## src/rtl/audio_frame_sender.sv

```systemverilog
// audio_frame_sender: reads NUM_SAMPLES stored samples from a registered-read
// memory and streams them to a byte transmitter as one framed packet:
//   SYNC0, SYNC1, count[15:8], count[7:0], {hi, lo} per sample, checksum.
// The checksum is the mod-256 sum of the count and sample bytes.
//
// Handshakes:
//   req/did_send : 4-phase. The frame starts on req=1 (only once req has been
//                  seen low since the previous frame). did_send stays high
//                  until req falls.
//   tx_req/tx_ack: 4-phase. tx_data is valid while tx_req=1 and is held
//                  until the ack has fallen again. tx_req is never raised
//                  while tx_ack is still high.
module audio_frame_sender #(
    parameter int         ADDR_W      = 11,
    parameter int         DATA_W      = 10,
    parameter int         NUM_SAMPLES = 1024,
    parameter logic [7:0] SYNC0       = 8'hA5,
    parameter logic [7:0] SYNC1       = 8'h5A
) (
    input  logic              clk_100,
    input  logic              rst_n,
    input  logic              req,
    output logic              did_send,
    output logic              busy,
    output logic [ADDR_W-1:0] mem_addr,
    input  logic [DATA_W-1:0] mem_data,
    output logic [7:0]        tx_data,
    output logic              tx_req,
    input  logic              tx_ack,
    output logic [2:0]        dbg_state_o
);

    typedef enum logic [2:0] {
        S_IDLE      = 3'd0,
        S_MEM_RD    = 3'd1,
        S_MEM_WAIT  = 3'd2,
        S_SEND_REQ  = 3'd3,
        S_WAIT_ACK1 = 3'd4,
        S_WAIT_ACK0 = 3'd5,
        S_NEXT      = 3'd6,
        S_DONE      = 3'd7
    } state_t;

    // Which byte of the frame is current.
    typedef enum logic [2:0] {
        B_SYNC0  = 3'd0,
        B_SYNC1  = 3'd1,
        B_CNT_HI = 3'd2,
        B_CNT_LO = 3'd3,
        B_SMP_HI = 3'd4,
        B_SMP_LO = 3'd5,
        B_CSUM   = 3'd6
    } sel_t;

    localparam logic [15:0]       SAMPLE_CNT = 16'(NUM_SAMPLES);
    localparam logic [ADDR_W-1:0] LAST_IDX   = ADDR_W'(NUM_SAMPLES - 1);

    state_t              state_q, state_d;
    sel_t                sel_q, sel_d;
    logic [ADDR_W-1:0]   idx_q, idx_d;
    logic [7:0]          csum_q, csum_d;
    logic [15:0]         sample_q, sample_d;
    logic [7:0]          tx_data_q, tx_data_d;
    logic                tx_req_q, tx_req_d;
    logic                busy_q, busy_d;
    logic                did_send_q, did_send_d;
    logic [ADDR_W-1:0]   mem_addr_q, mem_addr_d;
    // Set once req has been seen low; a new frame needs this set.
    logic                armed_q, armed_d;
    logic [7:0]          cur_byte;

    assign did_send    = did_send_q;
    assign busy        = busy_q;
    assign mem_addr    = mem_addr_q;
    assign tx_data     = tx_data_q;
    assign tx_req      = tx_req_q;
    assign dbg_state_o = state_q;

    // Select the byte value for the current frame position.
    always_comb begin
        cur_byte = 8'h00;
        case (sel_q)
            B_SYNC0:  cur_byte = SYNC0;
            B_SYNC1:  cur_byte = SYNC1;
            B_CNT_HI: cur_byte = SAMPLE_CNT[15:8];
            B_CNT_LO: cur_byte = SAMPLE_CNT[7:0];
            B_SMP_HI: cur_byte = sample_q[15:8];
            B_SMP_LO: cur_byte = sample_q[7:0];
            B_CSUM:   cur_byte = csum_q;
            default:  cur_byte = 8'h00;
        endcase
    end

    // Next-state and output logic of the frame sequencer.
    always_comb begin
        state_d    = state_q;
        sel_d      = sel_q;
        idx_d      = idx_q;
        csum_d     = csum_q;
        sample_d   = sample_q;
        tx_data_d  = tx_data_q;
        tx_req_d   = tx_req_q;
        busy_d     = busy_q;
        did_send_d = did_send_q;
        armed_d    = armed_q | ~req;

        case (state_q)
            S_IDLE: begin
                // A transmitter still acking a previous byte defers the start.
                if (req && !tx_ack && armed_q) begin
                    idx_d   = '0;
                    csum_d  = 8'h00;
                    sel_d   = B_SYNC0;
                    busy_d  = 1'b1;
                    armed_d = 1'b0;
                    state_d = S_SEND_REQ;
                end
            end
            S_MEM_RD: begin
                state_d = S_MEM_WAIT;
            end
            S_MEM_WAIT: begin
                // Read data is valid this cycle (one cycle after the address).
                sample_d = 16'(mem_data);
                state_d  = S_SEND_REQ;
            end
            S_SEND_REQ: begin
                tx_data_d = cur_byte;
                tx_req_d  = 1'b1;
                if (sel_q != B_SYNC0 && sel_q != B_SYNC1 && sel_q != B_CSUM) begin
                    csum_d = csum_q + cur_byte;
                end
                state_d = S_WAIT_ACK1;
            end
            S_WAIT_ACK1: begin
                if (tx_ack) begin
                    tx_req_d = 1'b0;
                    state_d  = S_WAIT_ACK0;
                end
            end
            S_WAIT_ACK0: begin
                if (!tx_ack) begin
                    state_d = S_NEXT;
                end
            end
            S_NEXT: begin
                case (sel_q)
                    B_SYNC0: begin
                        sel_d   = B_SYNC1;
                        state_d = S_SEND_REQ;
                    end
                    B_SYNC1: begin
                        sel_d   = B_CNT_HI;
                        state_d = S_SEND_REQ;
                    end
                    B_CNT_HI: begin
                        sel_d   = B_CNT_LO;
                        state_d = S_SEND_REQ;
                    end
                    B_CNT_LO: begin
                        sel_d   = B_SMP_HI;
                        state_d = S_MEM_RD;
                    end
                    B_SMP_HI: begin
                        sel_d   = B_SMP_LO;
                        state_d = S_SEND_REQ;
                    end
                    B_SMP_LO: begin
                        // idx stops at the last sample so it never wraps.
                        if (idx_q != LAST_IDX) begin
                            idx_d   = idx_q + ADDR_W'(1);
                            sel_d   = B_SMP_HI;
                            state_d = S_MEM_RD;
                        end else begin
                            sel_d   = B_CSUM;
                            state_d = S_SEND_REQ;
                        end
                    end
                    B_CSUM: begin
                        did_send_d = 1'b1;
                        state_d    = S_DONE;
                    end
                    default: begin
                        state_d = S_DONE;
                    end
                endcase
            end
            S_DONE: begin
                if (!req) begin
                    did_send_d = 1'b0;
                    busy_d     = 1'b0;
                    state_d    = S_IDLE;
                end
            end
            default: begin
                state_d = S_IDLE;
            end
        endcase

        // The read address tracks idx for the whole frame, zero otherwise.
        mem_addr_d = busy_d ? idx_d : '0;
    end

    // State and output registers; reset drops everything immediately.
    always_ff @(posedge clk_100 or negedge rst_n) begin
        if (!rst_n) begin
            state_q    <= S_IDLE;
            sel_q      <= B_SYNC0;
            idx_q      <= '0;
            csum_q     <= 8'h00;
            sample_q   <= 16'h0000;
            tx_data_q  <= 8'h00;
            tx_req_q   <= 1'b0;
            busy_q     <= 1'b0;
            did_send_q <= 1'b0;
            mem_addr_q <= '0;
            armed_q    <= 1'b1;
        end else begin
            state_q    <= state_d;
            sel_q      <= sel_d;
            idx_q      <= idx_d;
            csum_q     <= csum_d;
            sample_q   <= sample_d;
            tx_data_q  <= tx_data_d;
            tx_req_q   <= tx_req_d;
            busy_q     <= busy_d;
            did_send_q <= did_send_d;
            mem_addr_q <= mem_addr_d;
            armed_q    <= armed_d;
        end
    end

endmodule

```

## config.mk

```make
export PLATFORM = sky130hd
export DESIGN_NAME = audio_frame_sender
export DESIGN_NICKNAME = d
export VERILOG_FILES = /design/src/rtl/audio_frame_sender.sv
export SDC_FILE = /design/constraint.sdc
export NUM_CORES = 1
export LEC_CHECK = 0
export ABC_CLOCK_PERIOD_IN_PS = 2850
export CORE_AREA = 2 2 86 88
export CTS_BUF_LIST = sky130_fd_sc_hd__clkbuf_16
export CTS_CLUSTER_DIAMETER = 30
export CTS_CLUSTER_SIZE = 10
export DETAILED_ROUTE_END_ITERATION = 8
export DIE_AREA = 0 0 88 90
export GPL_TIMING_DRIVEN = 0
export PLACE_DENSITY_LB_ADDON = 0.3
export SYNTH_ARGS = -nofsm -noshare
export SYNTH_HDL_FRONTEND = slang
export SYNTH_SLANG_ARGS = --single-unit
```

## constraint.sdc

```tcl
create_clock -name clk_100 -period 2.85 [get_ports clk_100]
set_input_delay 0.57 -clock clk_100 [delete_from_list [all_inputs] [get_ports clk_100]]
set_output_delay 0.57 -clock clk_100 [all_outputs]
set_load 0.01 [all_outputs]
```

==> results of run 1 <==
-- flip-flops by register name, indices dropped and copies added, names as in the netlist, 3 cells and up --
signal	cells
mem_addr	11
sample_q	10
dbg_state_o	3
csum_q	8
tx_data	8
sel_q	3
idx_q	11
-- placed cells by master (no fill, tap or decap), types with 4 or more instances in the layout --
master	synthesis	layout
o21ai_2	8	8
clkbuf_1	7	5
buf_6	4	4
a21oi_1	25	25
clkbuf_16	0	9
dfrtp_1	57	56
a22o_1	4	4
mux2_2	17	17
clkdlybuf4s50_1	0	37
mux2i_1	6	6
nand4_1	4	4
ha_1	8	8
a21o_1	4	4
inv_1	9	10
o31ai_1	5	4
nor2_1	16	16
nor3_1	5	5
nand2_1	22	22
o21ai_0	13	13
nand3_1	24	24
xor2_1	4	4
-- cell type report --
class,instances,area (µm²),area share (%)
multi-input combinational,214,1489,38.15
tap,99,123.9,3.174
sequential,58,1454,37.26
clock buffer,9,225.2,5.771
buffer,14,96.34,2.469
timing repair buffer,39,395.4,10.13
clock inverter,7,85.08,2.180
inverter,9,33.78,0.8657
-- cells by family (layout without fill, tap and decap cells) --
group | after synthesis | after routing
AOI/OAI and AO/OA | 72 | 72
muxes | 23 | 23
DFF | 58 | 58
and+or+nand+nor | 103 | 103
adders and majority gates | 9 | 9
xor gates and xnor gates | 7 | 7
buffers and inverters | 24 | 78
-- worst reg2reg max path, delay by kind of cell (launching register included) --
kind	cells	cell delay, ps
buffers and inverters	1	160
AOI/OAI and AO/OA	6	940
adders and majority gates	2	700
DFF	1	360
and+or+nand+nor	1	190
xor gates and xnor gates	1	210
-- path summary, 6_finish.rpt --
| path | startpoint | to | slack, ps |
|---|---|---|---|
| max | sel_q[0]$_DFFE_PN0P_ | csum_q[6]$_DFFE_PN0P_ | 180 |
| min | rst_n | mem_addr[8]$_DFF_PN0_ | 180 |
| max reg2reg | sel_q[0]$_DFFE_PN0P_ | csum_q[6]$_DFFE_PN0P_ | 180 |
| min reg2reg | tx_data[7]$_DFFE_PN0P_ | tx_data[7]$_DFFE_PN0P_ | 480 |
| max in group asynchronous | rst_n | armed_q$_DFF_PN1_ | 2060 |
| min in group clk_100 | tx_data[7]$_DFFE_PN0P_ | tx_data[7]$_DFFE_PN0P_ | 480 |
-- per-stage QoR --
step	setup slack [ps]	setup TNS, ps	hold slack (ps)	utilization (%)	cells
6_report	183.0	0	182.7	55.59	449
3_5_place_dp	21.75	0	471.8	51.01	434
5_1_grt	-37.91	-37.91	209.2	55.59	449
4_1_cts	49.68	0	194.8	55.44	450
3_3_place_gp	-613.0	-34720	455.5	50.79	433
2_1_floorplan	429.3	0	274.4	-	296
-- per-layer routing --
layer  vias up  track usage (%)  share of wire [%]
li1       1172                -                  -
met5         -                0                  0
met3        10            3.673                4.2
met1      1146            28.09                 50
met4         0            9.231                1.9
met2        55            24.31                 44
-- power by group through the flow --
stage	logic, mW	clock network [mW]	registers, mW
floorplan	1.57	0	1.47
global placement	2.19	0	1.47
detailed placement	2.24	0	1.48
CTS	2.26	1.13	1.47
global route	2.51	1.17	1.55
finish	2.26	1.11	1.49
==> results.md, run 1 <==
* Most common library cells after synthesis: 57 x dfrtp_1, 25 x a21oi_1, 24 x nand3_1
* Simple-gate share of the synthesized area at a little under a fifth
* Final instance area at ~3900 µm²
* Combinational power share at between 40% and 50%
* Synthesis-stage register bit count at 58
* Hpwl dp at approximately 4700 µm
* CP top delay family: compound AO/OA/AOI/OAI gates
* CP cell instances: buf_4 -> nor2b_1 -> a21oi_1 -> o32ai_1 -> ha_1 -> fa_1 -> a211oi_2 -> o21bai_1 -> a21oi_1 -> xor2_1 -> o21ai_2
* Pin count of the biggest net entering global routing at 41
* Leading post-synthesis cells by cell area: dfrtp_1 47%, mux2_2 6.3%, a21oi_1 4.1%
* # IOs at 39
* Adder-cell share of the synthesized area at approximately 4%
* Skew-Pair Late Insertion Delay at 320 ps
* Detail Route Antenna Nets at 0
* Post-Synth XOR/XNOR Area at between 2 and 2.5%
* First DRT Iteration DRCs at about 160
* Sw Share at a little under two fifths
* Root buffer cell: clkbuf_16
* DR WL/cell at about 15 µm
* DR vias at roughly 2,400
* Leakage Power at between 1.5 and 2 nW
* CP Data Required Time at between 3000 and 4000 ps
* Vias in the first global route at roughly 2,300
* Reg power frac at a little over 30%
* Vias per cell at about 5.3
* Routability cong. at a little under 0.9
* Clock-pin slew on the worst setup and hold paths at roughly 50 ps
* Total power at 4.857 mW
* Pwr per Cell Area at roughly 1200 nW/µm²
* Synthesized area at between 3000 and 4000 µm²
* CTS tree: done
* Area leader, netlist: dfrtp_1
* Maximum operating frequency at roughly 370 MHz
* Tmin final at 2667 ps
* Unrepaired setup endpoints after global routing: yes
* Library cells used by synthesis at 54
* Slew headroom at 48.62%
* Sw power at about 1.8 mW
* Cts bufs inserted at 9
* WL final at 6542 µm
* Hold WC Path Type: in2async
* Clock share of power at 22.8%
* Post-synth EDFFs at 0
* Period utilization at 93.58%
* Final Slew Violations at 0
* Pre-Repair DR Iteration Count at 4
* MaxCap Viol Count at 0
* Cts hold-fix bufs at 0
* Top_reg_cell synth: dfrtp_1
* Yosys warning total at 0
* DIE AREA at approximately 7900 µm²
* Post-DP Area at about 3600 µm²
* Rows at 31
* All-layer global routing usage at between 10% and 20%
* Mux cell area share after synthesis at 8.214%
* CTS Sinks at slightly below 60
* Final nets at 368
* Post-synthesis sequential area ratio at a little under half
* Post-CTS Setup Bufs at 0
* Area growth from synthesis to final layout at 27.46%
* Total gr overflow at 0
* Largest stage delay on the critical path at around 440 ps
* Area share of the largest cell type after synthesis at ~47%
* # DRC at 0
* Final Setup Violations at 0
* # fillers at 619
* Antenna cells at 0
* Element type at the critical path end: flop
* Largest family of logic cells by synthesized area: simple AND/OR/NAND/NOR gates
* Layout Skew at about 3.7 ps
* Mapped Cells at around 300
* Die Y at 90 µm
* Startpoint Class: flop
* CP Class: reg2reg
* Maximum vdd drop at ~0.66 mV
* Initial antenna violation count at 0
* Die span in x at between 80 and 90 µm
* Critical path arrival at 2880 ps
* Most numerous cell in the Yosys netlist: dfrtp_1
* Starting Density at 43.61%
* FFs w/ async S/R, synth at 100.0%
* H-Tree Depth at 3
* Crit path max-delay cell type: fa_1
* Measured slew at the worst slew-check pin at between 700 and 800 ps
* Share of post-route cells with drive strength above 1 at 17.71%
* Syn Area/Cell at 10.34 µm²
* CP Depth at 11
* WP buf/inv at 1
* Final hold vios at 0
* Worst-case reg-to-reg path depth at 11
* Status: finished clean
* Post_cts resized at 1
* Core Area at 7020 µm²
* Internal power at around 3 mW
* Port bufs at 38
* Post-Syn Nets at about 320
* CP dominant cell by count: a21oi_1
* CP Max Fanout at 9
* Synth Area in Compound Gates at 15.24%
* First-pass GRT wire length at 11,310 µm
* Clk buf depth at 2
(Power assumes the default switching activity.)
==> inputs of run 2 (changes only) <==
PLACE_DENSITY = 0.66   (was not set)
PLACE_DENSITY_LB_ADDON = not set   (was 0.3)
==> results.md, run 2 (synthesis results as in run 1) <==
* End-of-flow core utilization at 55.23% (-0.36 points)
* Leakage Power at 1.724 nW (-0.91%)
* CP Class: reg2reg
* Cell count after placement at 434 (unchanged)
* Most used routing layer in global routing: met1
* First-pass GRT wire length at 11,610 µm (+2.7%)
* Pre-Repair DR Iteration Count at 4 (unchanged)
* Element type at the critical path end: flop
* Sw Share at 38.86% (+0.91 points)
* Port bufs at 38 (unchanged)
* CP cell instances: buf_4 -> nor2b_1 -> a21oi_1 -> o32ai_1 -> ha_1 -> fa_2 -> a211oi_1 -> o21bai_1 -> a21oi_1 -> xor2_1 -> o21ai_2
* Combinational power share at 47.3% (+0.8 points)
* Period utilization at 91.32% (-2.3 points)
* Hpwl dp at 4925 µm (+3.7%)
* Commonest non-fill, non-tap cell in the layout: dfrtp_1
* Sw power at 1.861 mW (+0.98%)
* Final Non-Filler Cells at 449 (unchanged)
* Core Area at 7020 µm² (unchanged)
* Skew-Pair Late Insertion Delay at 320 ps (about the same)
* Share of post-route cells with drive strength above 1 at 17.71% (unchanged)
* Maximum operating frequency at 384.2 MHz (+2.5%)
* Pin count of the biggest net entering global routing at 33 (-20%)
* Maximum vdd drop at 0.6991 mV (+5.7%)
* DR WL/cell at 15.17 µm (+4.1%)
* H-Tree Depth at 3 (unchanged)
* Unrepaired setup endpoints after global routing: no
* # IOs at 39 (unchanged)
* CP top delay family: compound AO/OA/AOI/OAI gates
* Antenna cells at 0 (unchanged)
* Die span in x at 88 µm (unchanged)
* Post-DP Area at 3581 µm² (unchanged)
* Initial antenna violation count at 0 (unchanged)
* Routability cong. at 0.8796 (+1.8%)
* Starting Density at 43.61% (unchanged)
* Startpoint Class: flop
* Pwr per Cell Area at 1235 nW/µm² (-0.73%)
* Critical path arrival at 2810 ps (-70 ps)
* Largest stage delay on the critical path at 390 ps (-50 ps)
* Hold WC Path Type: in2async
* CP dominant cell by count: a21oi_1
* Final Setup Violations at 0 (unchanged)
* MaxCap Viol Count at 0 (unchanged)
* Vias per cell at 5.376 (+1.3%)
* Internal power at 2.929 mW (-2.8%)
* CTS Sinks at 58 (unchanged)
* Most frequent cells in the layout: 56 x dfrtp_1, 37 x clkdlybuf4s50_1, 25 x a21oi_1
* Layout Skew at 4.389 ps (+0.6605 ps)
* Hold slack at 259.2 ps (+76.50 ps)
* Clk buf depth at 2 (unchanged)
* Total gr overflow at 0 (unchanged)
* Tmin final at 2603 ps (-64.36 ps)
* Met2 usage at 25.95% (+1.6 points)
* DIE AREA at 7920 µm² (unchanged)
* CTS tree: done
* Status: finished clean
* CP Data Required Time at 3060 ps (about the same)
* Slew headroom at 50.23% (+1.6 points)
* Vias in the first global route at 2,335 (+2.2%)
* Cts bufs inserted at 9 (unchanged)
* GR Util met3 at 3.214% (-0.46 points)
* Clock share of power at 21.5% (-1.3 points)
* GR Layer Usage met1 at 28.86% (+0.78 points)
* Final instance area at 3877 µm² (-0.64%)
* First DRT Iteration DRCs at 113 (-30%)
* Root buffer cell: clkbuf_16
* All-layer global routing usage at 18.91% (+0.55 points)
* Clock-pin slew on the worst setup and hold paths at 50 ps (about the same)
* Final hold vios at 0 (unchanged)
* Rows at 31 (unchanged)
* DR vias at 2,414 (+1.3%)
* Measured slew at the worst slew-check pin at 742.5 ps (-24.06 ps)
* Final Slew Violations at 0 (unchanged)
* Crit path max-delay cell type: fa_2
* # DRC at 0 (unchanged)
* Final nets at 368 (unchanged)
* Area growth from synthesis to final layout at 26.64%
* Die Y at 90 µm (unchanged)
* Reg power frac at 31.2% (+0.5 points)
* CP Max Fanout at 9 (unchanged)
* WL final at 6812 µm (+4.1%)
* Detail Route Antenna Nets at 0 (unchanged)
* Reg2Reg Setup Slack at 250 ps (+60 ps)
* WP buf/inv at 1 (unchanged)
## run 2: cell count changes in the layout (fill, tap and decap cells not counted), sizes merged
cell,delta
clkinvlp,+1
bufinv,-1
## run 2: worst paths after layout
path | from | end | depth (start not counted)
worst max register to register | sel_q[0]$_DFFE_PN0P_ | csum_q[6]$_DFFE_PN0P_ | 11
max in group asynchronous | rst_n | armed_q$_DFF_PN1_ | 2
worst max-delay path | sel_q[0]$_DFFE_PN0P_ | csum_q[6]$_DFFE_PN0P_ | 11
min in group clk_100 | armed_q$_DFF_PN1_ | armed_q$_DFF_PN1_ | 2
worst min register to register | armed_q$_DFF_PN1_ | armed_q$_DFF_PN1_ | 2
worst min-delay path | rst_n | mem_addr[8]$_DFF_PN0_ | 1
## run 2: power groups by stage
stage / clock (mW) / sequential (mW) / combinational, mW
2_1_floorplan: 0 / 1.47 / 1.57
3_3_place_gp: 0 / 1.47 / 2.19
3_5_place_dp: 0 / 1.49 / 2.25
4_1_cts: 1.04 / 1.48 / 2.28
5_1_grt: 1.09 / 1.55 / 2.52
6_report: 1.03 / 1.49 / 2.27
## run 2: cell type report
type                       instances  area (µm²)
sequential                        58        1454
clock inverter                     7       61.31
clock buffer                       9       225.2
inverter                           9       33.78
buffer                            14       97.59
tap                               99       123.9
timing repair buffer              39       395.4
fill                             624        3143
multi-input combinational        214        1486
## run 2: repair_timing
action	CTS	global route
setup endpoints to repair	1	3
resized for setup	1	6
buffers inserted	0	0
endpoints found under the hold margin	0	0
hold buffers	0	0
## run 2: stage by stage
stage	TNS (ps)	total power [mW]	setup slack, ps
6_report	0	4.790	247.4
5_1_grt	0	5.152	75.36
4_1_cts	0	4.798	12.37
3_5_place_dp	0	3.736	41.48
3_3_place_gp	-37160	3.658	-654.5
2_1_floorplan	0	3.033	429.3
## run 2: worst reg2reg max path: stages, from the launching register on
cell	delay (ps)
dfrtp_1	350
buf_4	160
nor2b_1	180
a21oi_1	170
o32ai_1	120
ha_1	250
fa_2	390
a211oi_1	290
o21bai_1	110
a21oi_1	190
xor2_1	210
o21ai_2	70
## run 2: per-layer routing
metal / vias to the layer above / wire, µm / share of wire, %
met5: - / 0 / 0
met4: 0 / 166 / 2.4
met3: 14 / 235 / 3.4
met2: 54 / 2993 / 44
met1: 1170 / 3415 / 50
li1: 1176 / - / -
==> inputs of run 3 (changes only) <==
SLEW_MARGIN = 20   (was not set)
==> results.md, run 3 (synthesis results as in run 1) <==
* End-of-flow core utilization at 55.28% (about the same)
* # IOs at 39 (unchanged)
* H-Tree Depth at 3 (unchanged)
* Layout Skew at 5.688 ps (+1.299 ps)
* DR WL/cell at 14.99 µm (-1.2%)
* Pre-CTS setup slack at 59.25 ps (+17.77 ps)
* Leakage Power at 1.731 nW (+0.40%)
* WL final at 6731 µm (-1.2%)
* MaxCap Viol Count at 0 (unchanged)
* Skew-Pair Late Insertion Delay at 320 ps (about the same)
* Sw power at 1.853 mW (-0.43%)
* Pwr per Cell Area at 1233 nW/µm² (-0.21%)
* Final Non-Filler Cells at 449 (unchanged)
* Tmin final at 2579 ps (-23.83 ps)
* Starting Density at 43.61% (unchanged)
* CP Class: reg2reg
* Cts hold-fix bufs at 0 (unchanged)
* Slew headroom at 49.91% (-0.32 points)
* Clock share of power at 21.4% (about the same)
* Final Slew Violations at 0 (unchanged)
* Final Setup Violations at 0 (unchanged)
* Port bufs at 38 (unchanged)
* Share of post-route cells with drive strength above 1 at 18.00% (+0.29 points)
* CTS tree: done
* Pre-Repair DR Iteration Count at 5 (+1)
* Hpwl dp at 4898 µm (-0.55%)
* Final hold vios at 0 (unchanged)
* Internal power at 2.931 mW (about the same)
* Sw Share at 38.74% (-0.12 points)
* Routability cong. at 0.8796 (unchanged)
* CP Data Required Time at 3060 ps (about the same)
* Period utilization at 90.48% (-0.84 points)
* Initial antenna violation count at 0 (unchanged)
* Cts bufs inserted at 9 (unchanged)
* Status: finished clean
* Reg2Reg Setup Slack at 270 ps (+20 ps)
* # DRC at 0 (unchanged)
* Critical path arrival at 2790 ps (-20 ps)
* Detail Route Antenna Nets at 0 (unchanged)
* Core Area at 7020 µm² (unchanged)
* # fillers at 632 (+1.3%)
* Die span in x at 88 µm (unchanged)
* Hold slack at 153.4 ps (-105.8 ps)
* Total gr overflow at 0 (unchanged)
* All-layer global routing usage at 18.70% (-0.21 points)
* Antenna cells at 0 (unchanged)
* Final WS setup at 271.2 ps (+23.83 ps)
* Cell count after placement at 434 (unchanged)
* Die Y at 90 µm (unchanged)
* Commonest non-fill, non-tap cell in the layout: dfrtp_1
* Startpoint Class: flop
* Most frequent cells in the layout: 56 x dfrtp_1, 37 x clkdlybuf4s50_1, 25 x a21oi_1
* Combinational power share at 47.3% (about the same)
* First-pass GRT wire length at 11,540 µm (-0.65%)
* Final nets at 368 (unchanged)
* Root buffer cell: clkbuf_16
* Maximum vdd drop at 0.6958 mV (-0.48%)
* DIE AREA at 7920 µm² (unchanged)
* CTS Sinks at 58 (unchanged)
* Vias in the first global route at 2,328 (-0.30%)
* Clock-pin slew on the worst setup and hold paths at 50 ps (about the same)
* Area growth from synthesis to final layout at 26.77% (about the same)
* Vias per cell at 5.370 (-0.12%)
* Element type at the critical path end: flop
* Pin count of the biggest net entering global routing at 33 (unchanged)
* First DRT Iteration DRCs at 110 (-2.7%)
* Hold WC Path Type: in2async
* Unrepaired setup endpoints after global routing: no
* Clk buf depth at 2 (unchanged)
* Reg power frac at 31.2% (about the same)
* Measured slew at the worst slew-check pin at 747.2 ps (+4.738 ps)
* CP Max Fanout at 10 (+1)
* Rows at 31 (unchanged)
* Maximum operating frequency at 387.8 MHz (+0.92%)
* DR vias at 2,411 (-0.12%)
## run 3: cell types whose count changed in the layout (fill, tap and decap cells not counted), sizes merged
cell    before  now
clkinv       3    2
inv         10   11
## run 3: critical path, cell delays in order, from the launching register on
cell      delay, ps
dfrtp_2         420
clkbuf_4        230
inv_1           110
nor2_1          120
o32ai_1         110
ha_1            260
fa_2            390
a211oi_1        260
o21bai_1        110
a21oi_1         190
xor2_1          210
o21ai_2          70
## run 3: metal layers
layer	vias to the layer above	routed length, µm	global-route usage, %
li1	1171	-	-
met1	1177	3379	28.22
met2	48	2987	26.26
met3	15	202	3.030
met4	0	161	8.205
met5	-	0	0
## run 3: worst paths after layout
path | to | startpoint | cells past startpoint
max | csum_q[6]$_DFFE_PN0P_ | sel_q[2]$_DFFE_PN0P_ | 11
min | mem_addr[8]$_DFF_PN0_ | rst_n | 1
max reg2reg | csum_q[6]$_DFFE_PN0P_ | sel_q[2]$_DFFE_PN0P_ | 11
min reg2reg | armed_q$_DFF_PN1_ | armed_q$_DFF_PN1_ | 2
max in group asynchronous | armed_q$_DFF_PN1_ | rst_n | 2
min in group clk_100 | armed_q$_DFF_PN1_ | armed_q$_DFF_PN1_ | 2
## run 3: layout make-up
type / instances / area, µm² / share of cell area, %
Multi-Input combinational cell: 214 / 1486 / 38.30
Clock inverter: 7 / 62.56 / 1.612
Inverter: 9 / 33.78 / 0.8704
Buffer: 14 / 97.59 / 2.515
Clock buffer: 9 / 225.2 / 5.803
Tap cell: 99 / 123.9 / 3.191
Sequential cell: 58 / 1454 / 37.46
Timing Repair Buffer: 39 / 397.9 / 10.25
## run 3: what timing repair did
action | 4_1_cts | 5_1_grt
endpoints found under the setup margin | 0 | 3
gates resized for setup | 0 | 8
setup buffers | 0 | 0
## run 3: metrics by stage
stage	instance area [µm²]	setup TNS, ps	total power, mW
6_report	3881	0	4.784
5_1_grt	3881	0	5.166
4_1_cts	3871	0	4.786
3_5_place_dp	3583	0	3.734
3_3_place_gp	3566	-37160	3.658
2_1_floorplan	3062	0	3.033
## run 3: power by group through the flow
stage                     sequential [mW]  clock (mW)  combinational, mW
after floorplan                      1.47           0               1.57
after CTS                            1.48        1.04               2.27
after global routing                 1.54        1.08               2.54
after global placement               1.47           0               2.19
final                                1.50        1.02               2.26
after detailed placement             1.48           0               2.25
